--- src/rtl/alu_mdu.sv ---
// Execute-stage ALU with a valid/ready input handshake and registered outputs.
// Multiply and divide run iteratively, one bit per cycle, over WIDTH cycles.
module alu_mdu #(
  parameter int WIDTH = 32
) (
  input  logic             i_clk,
  input  logic             i_rst_n,
  input  logic             i_valid,
  output logic             o_ready,
  input  logic             i_flush,
  input  logic [3:0]       i_ctrl,
  input  logic [WIDTH-1:0] i_1,
  input  logic [WIDTH-1:0] i_2,
  output logic             o_valid,
  output logic [WIDTH-1:0] o_result,
  output logic             o_zero,
  output logic             o_minus
);
  localparam int SHW = $clog2(WIDTH);

  localparam logic [3:0] OP_ADD  = 4'd0,  OP_SUB  = 4'd1,  OP_AND  = 4'd2,  OP_OR   = 4'd3;
  localparam logic [3:0] OP_XOR  = 4'd4,  OP_SRA  = 4'd5,  OP_SRL  = 4'd6,  OP_SLL  = 4'd7;
  localparam logic [3:0] OP_MUL  = 4'd8,  OP_MULH = 4'd9,  OP_DIV  = 4'd10, OP_DIVU = 4'd11;
  localparam logic [3:0] OP_REM  = 4'd12, OP_REMU = 4'd13, OP_SLT  = 4'd14, OP_SLTU = 4'd15;

  typedef enum logic {IDLE, BUSY} state_t;

  state_t             state_q;
  logic [3:0]         op_q;
  logic [WIDTH-1:0]   a_q, b_q, mc_q;
  logic [2*WIDTH-1:0] p_q;
  logic               neg_q;
  logic [SHW-1:0]     cnt_q;
  logic [WIDTH-1:0]   result_q;
  logic               valid_q, zero_q, minus_q;

  // True signed less-than: MSB of the difference corrected by overflow.
  function automatic logic lt_signed(input logic [WIDTH-1:0] x, input logic [WIDTH-1:0] y);
    logic [WIDTH-1:0] d;
    d = x - y;
    return d[WIDTH-1] ^ ((x[WIDTH-1] ^ y[WIDTH-1]) & (d[WIDTH-1] ^ x[WIDTH-1]));
  endfunction

  logic [SHW-1:0]     sh_amt;
  logic [WIDTH-1:0]   alu_res;
  logic               in_multi, in_signed, a_neg, b_neg;
  logic [WIDTH-1:0]   a_mag, b_mag;

  always_comb begin
    sh_amt  = i_2[SHW-1:0];
    alu_res = '0;
    case (i_ctrl)
      OP_ADD:  alu_res = i_1 + i_2;
      OP_SUB:  alu_res = i_1 - i_2;
      OP_AND:  alu_res = i_1 & i_2;
      OP_OR:   alu_res = i_1 | i_2;
      OP_XOR:  alu_res = i_1 ^ i_2;
      OP_SRA:  alu_res = $signed(i_1) >>> sh_amt;
      OP_SRL:  alu_res = i_1 >> sh_amt;
      OP_SLL:  alu_res = i_1 << sh_amt;
      OP_SLT:  alu_res = {{(WIDTH-1){1'b0}}, lt_signed(i_1, i_2)};
      OP_SLTU: alu_res = {{(WIDTH-1){1'b0}}, (i_1 < i_2)};
      default: alu_res = '0;
    endcase
    in_multi  = (i_ctrl >= OP_MUL) && (i_ctrl <= OP_REMU);
    in_signed = (i_ctrl == OP_MULH) || (i_ctrl == OP_DIV) || (i_ctrl == OP_REM);
    a_neg     = in_signed & i_1[WIDTH-1];
    b_neg     = in_signed & i_2[WIDTH-1];
    a_mag     = a_neg ? -i_1 : i_1;
    b_mag     = b_neg ? -i_2 : i_2;
  end

  // One iteration of each engine; p_q holds {hi, lo} for both.
  logic               op_is_div;
  logic [WIDTH:0]     mul_sum, div_sh, div_diff;
  logic               div_ok;
  logic [2*WIDTH-1:0] mul_next, div_next, step_next, mul_full;
  logic [WIDTH-1:0]   quo, rem, final_res;

  always_comb begin
    op_is_div = (op_q != OP_MUL) && (op_q != OP_MULH);
    mul_sum   = {1'b0, p_q[2*WIDTH-1:WIDTH]} + (p_q[0] ? {1'b0, mc_q} : '0);
    mul_next  = {mul_sum, p_q[WIDTH-1:1]};
    div_sh    = {p_q[2*WIDTH-1:WIDTH], p_q[WIDTH-1]};
    div_diff  = div_sh - {1'b0, mc_q};
    div_ok    = ~div_diff[WIDTH];
    div_next  = {(div_ok ? div_diff[WIDTH-1:0] : div_sh[WIDTH-1:0]), p_q[WIDTH-2:0], div_ok};
    step_next = op_is_div ? div_next : mul_next;

    mul_full  = neg_q ? -mul_next : mul_next;
    quo       = div_next[WIDTH-1:0];
    rem       = div_next[2*WIDTH-1:WIDTH];
    final_res = '0;
    case (op_q)
      OP_MUL:          final_res = mul_full[WIDTH-1:0];
      OP_MULH:         final_res = mul_full[2*WIDTH-1:WIDTH];
      OP_DIV, OP_DIVU: final_res = (b_q == '0) ? '1 : (neg_q ? -quo : quo);
      default:         final_res = neg_q ? -rem : rem;
    endcase
  end

  always_ff @(posedge i_clk or negedge i_rst_n) begin
    if (!i_rst_n) begin
      state_q  <= IDLE;
      op_q     <= OP_ADD;
      a_q      <= '0;
      b_q      <= '0;
      mc_q     <= '0;
      p_q      <= '0;
      neg_q    <= 1'b0;
      cnt_q    <= '0;
      result_q <= '0;
      valid_q  <= 1'b0;
      zero_q   <= 1'b0;
      minus_q  <= 1'b0;
    end else begin
      valid_q <= 1'b0;
      case (state_q)
        IDLE: begin
          if (i_valid) begin
            if (in_multi) begin
              op_q    <= i_ctrl;
              a_q     <= i_1;
              b_q     <= i_2;
              mc_q    <= b_mag;
              p_q     <= {{WIDTH{1'b0}}, a_mag};
              neg_q   <= (i_ctrl == OP_REM) ? a_neg : (a_neg ^ b_neg);
              cnt_q   <= '0;
              state_q <= BUSY;
            end else begin
              result_q <= alu_res;
              zero_q   <= (i_1 == i_2);
              minus_q  <= lt_signed(i_1, i_2);
              valid_q  <= 1'b1;
            end
          end
        end
        BUSY: begin
          if (i_flush) begin
            state_q <= IDLE;
          end else begin
            p_q   <= step_next;
            cnt_q <= cnt_q + 1'b1;
            if (cnt_q == SHW'(WIDTH-1)) begin
              result_q <= final_res;
              zero_q   <= (a_q == b_q);
              minus_q  <= lt_signed(a_q, b_q);
              valid_q  <= 1'b1;
              state_q  <= IDLE;
            end
          end
        end
        default: state_q <= IDLE;
      endcase
    end
  end

  assign o_ready  = (state_q == IDLE);
  assign o_valid  = valid_q;
  assign o_result = result_q;
  assign o_zero   = zero_q;
  assign o_minus  = minus_q;
endmodule

--- config.mk ---
export PLATFORM = sky130hd
export DESIGN_NAME = alu_mdu
export DESIGN_NICKNAME = d
export VERILOG_FILES = /design/src/rtl/alu_mdu.sv
export SDC_FILE = /design/constraint.sdc
export NUM_CORES = 2
export LEC_CHECK = 0
export ABC_AREA = 0
export ABC_CLOCK_PERIOD_IN_PS = 5100
export CAP_MARGIN = 20
export CORE_MARGIN = 2
export CORE_UTILIZATION = 45
export CTS_CLUSTER_DIAMETER = 30
export DETAILED_ROUTE_END_ITERATION = 8
export PLACE_DENSITY = 0.62
export SLEW_MARGIN = 20
export SYNTH_ARGS = -nofsm -noshare
export SYNTH_HDL_FRONTEND = slang
export SYNTH_SLANG_ARGS = --single-unit
--- constraint.sdc ---
create_clock -name i_clk -period 5.1 [get_ports i_clk]
set_input_delay 1.02 -clock i_clk [delete_from_list [all_inputs] [get_ports i_clk]]
set_output_delay 1.02 -clock i_clk [all_outputs]
set_load 0.1 [all_outputs]
==> flow_metrics.py <==
metrics = {
    "sta": {
        "rsz0062_at_grt": "true",
        "relSlewSlack": 0.160,
        "skew_ps": 59.4,
        "period_share": 0.966,
        "setup_viol": 0,
        "drv_slew": 0,
        "period_minus_slack_ps": 4930,
        "tns_ps": 0,
        "worst_slew_pin_slew_ps": 1250,
        "finalHoldViolations": 0,
        "max_freq_mhz": 203,
    },
    "layout": {
        "drive_gt1_frac": 0.162,
        "design_area_mm2": 0.0342,
        "syn2layout_area_growth_pct": 25.0,
        "post-route-util": 0.568,
        "fillerInstances": 5881,
        "mostFrequentLayoutCells": "buf_4, nand2_1, o21ai_0, nor2_1, a21oi_1",
        "nets": 4450,
        "final_common_cell": "buf_4",
    },
    "yosys": {
        "netlist.top_cell.by_area": "dfrtp_1",
        "synth_area_mm2": 0.0274,
        "synth_edf_count": 0,
        "synth_nets": 4100,
        "synth_area_leaders": "dfrtp_1, ha_1, o21ai_0, nand2_1, a21oi_1",
        "avgSynthCellArea_um2": 7.16,
        "yosysTopAreaCellShare": 0.187,
        "synth_seq_area_share": 0.187,
        "async_flop_share": 1.00,
        "synth.distinct_cells": 93,
        "yosys_most_used_dff": "dfrtp_1",
        "ys_seq_elements": 205,
        "syn_inst": 3823,
        "yosysWarnings": 0,
    },
    "floorplanning": {
        "start_util": 0.454,
        "fp.dieArea_mm2": 0.0628,
        "die_h_um": 251,
        "die_x_um": 251,
        "core_mm2": 0.0602,
        "ios": 108,
        "num_rows": 90,
    },
    "clocking": {
        "htree_levels": 2,
        "numCtsBuffers": 59,
        "path_clk_slew_ps": 50,
        "clock_latency_ps": 630,
        "ctsHoldBuffers": 0,
        "clock_sinks": 205,
        "clk_path_buf_depth": 3,
        "cts_tree": "yes",
        "cts_root_buf": "clkbuf_16",
    },
    "drt": {
        "finalWirelength_mm": 145,
        "postRouteAntennaNets": 0,
        "wl_per_cell_um": 28.9,
        "num_vias": 32725,
        "first_pass_iters": 7,
        "via_per_inst": 6.54,
        "drt_iter0_drc": 4058,
        "drc": 0,
    },
    "worst_hold_path": {
        "hold_class": "primary input to async pin",
    },
    "placed_design": {
        "gp_congestion": 1.12,
        "port_buffers": 107,
        "dp_hpwl_mm": 114,
        "place_area_mm2": 0.0319,
    },
    "job": {
        "maxCapViolations": 0,
    },
    "power_and_ir_drop": {
        "fin_total_pwr_w": 0.0189,
        "powerDensity_mw_per_mm2": 551,
        "ir_worst_vdd_mv": 0.391,
        "p_leak_nw": 15.0,
    },
    "worst_setup_path": {
        "end_kind": "flop",
        "required_ps": 5640,
        "worstPathCellList": "inv_2 > ha_1 > inv_1 > fa_2 > a211oi_4 > nor4_4 > o211ai_1 > nand2_1 > a2bb2oi_2 > nand2_2 > buf_4 > buf_6 > mux2i_1 > a31oi_1 > xnor2_1 > a21oi_1 > o21ai_0",
        "cp-start-kind": "flop",
        "cp_slowest_cell": "xnor2_1",
        "worst_ep_arrival_time_ps": 5470,
        "path_class": "flop to flop",
        "max_stage_delay_ps": 1000,
        "path_max_fanout": 41,
    },
    "status": {
        "status": "complete, no violations",
    },
    "global_routing": {
        "grt_max_degree": 129,
        "grt_pass1_vias": 30967,
        "grt_pass1_wl_mm": 208,
        "grt_use_total": 0.449,
        "overflow": 0,
        "antenna_found_initial": 8,
    },
}
## critical path: cells and delay by family (launching register included)
family	cells	cell delay [ps]
AOI/OAI and AO/OA	6	1340
xor gates and xnor gates	1	1000
adders and majority gates	2	550
buffers and inverters	4	700
DFF	1	380
muxes	1	440
and+or+nand+nor	3	420
## cells in the mapped netlist (all sizes together), types with 48 or more instances
| library cell | n |
|---|---|
| a21oi | 306 |
| ha | 199 |
| nand2 | 452 |
| inv | 195 |
| a21o | 49 |
| clkbuf | 220 |
| nor3 | 89 |
| nor2 | 362 |
| o21ai | 426 |
| dfrtp | 205 |
| mux2i | 84 |
| xnor2 | 144 |
| nand3 | 90 |
| buf | 59 |
| a31oi | 60 |
| xor2 | 73 |
| or3 | 48 |
| a211oi | 64 |
## per-stage QoR
step,instances,setup slack (ps),hold WS [ps]
finish,5002,174,449
global route,5001,-63.3,458
CTS,4995,36.2,439
detailed placement,4888,-541,471
global placement,4888,-425,461
floorplan,3823,-37.1,450
## cell type report
type,count,area (um^2),area share
multi-input cells,3140,20600,0.603
flip-flops and latches,205,5130,0.150
repair buffers,568,4620,0.135
clock buffers,78,1680,0.0490
well taps,782,978,0.0286
clock inverters,29,432,0.0126
diodes,1,2.50,0.0000731
inverters,199,753,0.0220
## registers in the layout (all words and copies together), names as in the netlist
signal / flops
p_q: 64
o_minus: 1
o_valid: 1
op_q: 4
b_q: 32
mc_q: 31
o_result: 32
state_q: 1
cnt_q: 5
neg_q: 1
a_q: 32
o_zero: 1
## report_power, final
group          switching [W]  total, W  leakage, nW  internal, W
clock                0.00118   0.00388         1.03      0.00269
combinational        0.00797    0.0123         11.4      0.00437
sequential          0.000580   0.00266         2.57      0.00208
total                0.00973    0.0189         15.0      0.00914
## path summary, 6_finish.rpt
check / startpoint / to / slack (ps) / depth (start not counted)
setup / recovery: p_q[31]$_DFFE_PN0P_ / o_result[4]$_DFFE_PN0P_ / 170 / 17
hold / removal: i_rst_n / a_q[7]$_DFFE_PN0P_ / 450 / 1
setup reg to reg: p_q[31]$_DFFE_PN0P_ / o_result[4]$_DFFE_PN0P_ / 170 / 17
hold reg to reg: mc_q[12]$_DFFE_PN0P_ / mc_q[12]$_DFFE_PN0P_ / 470 / 2
max in group asynchronous: i_rst_n / mc_q[14]$_DFFE_PN0P_ / 3680 / 2
min in group i_clk: mc_q[12]$_DFFE_PN0P_ / mc_q[12]$_DFFE_PN0P_ / 470 / 2
## logic make-up (layout without fill, tap and decap cells)
family	Yosys count	count (layout)	synth area share
compound gates	1324	1324	0.308
xor+xnor	217	217	0.0694
fa+ha+maj	205	205	0.0953
buf+inv	478	874	0.0667
flops	205	205	0.187
mux	129	129	0.0632
other cells	0	1	0
simple gates	1265	1265	0.210
## timing repair
| action | CTS | global route |
|---|---|---|
| resized for setup | 0 | 28 |
| buffers inserted | 0 | 6 |
| endpoints found under the setup margin | 0 | 12 |
## metal layers
| metal | global-route usage | part of all wire |
|---|---|---|
| met2 | 0.671 | 0.42 |
| met5 | 0 | 0.00054 |
| met1 | 0.532 | 0.37 |
| met3 | 0.134 | 0.11 |
| met4 | 0.368 | 0.10 |
No activity file was read; power rests on OpenSTA's default activity.
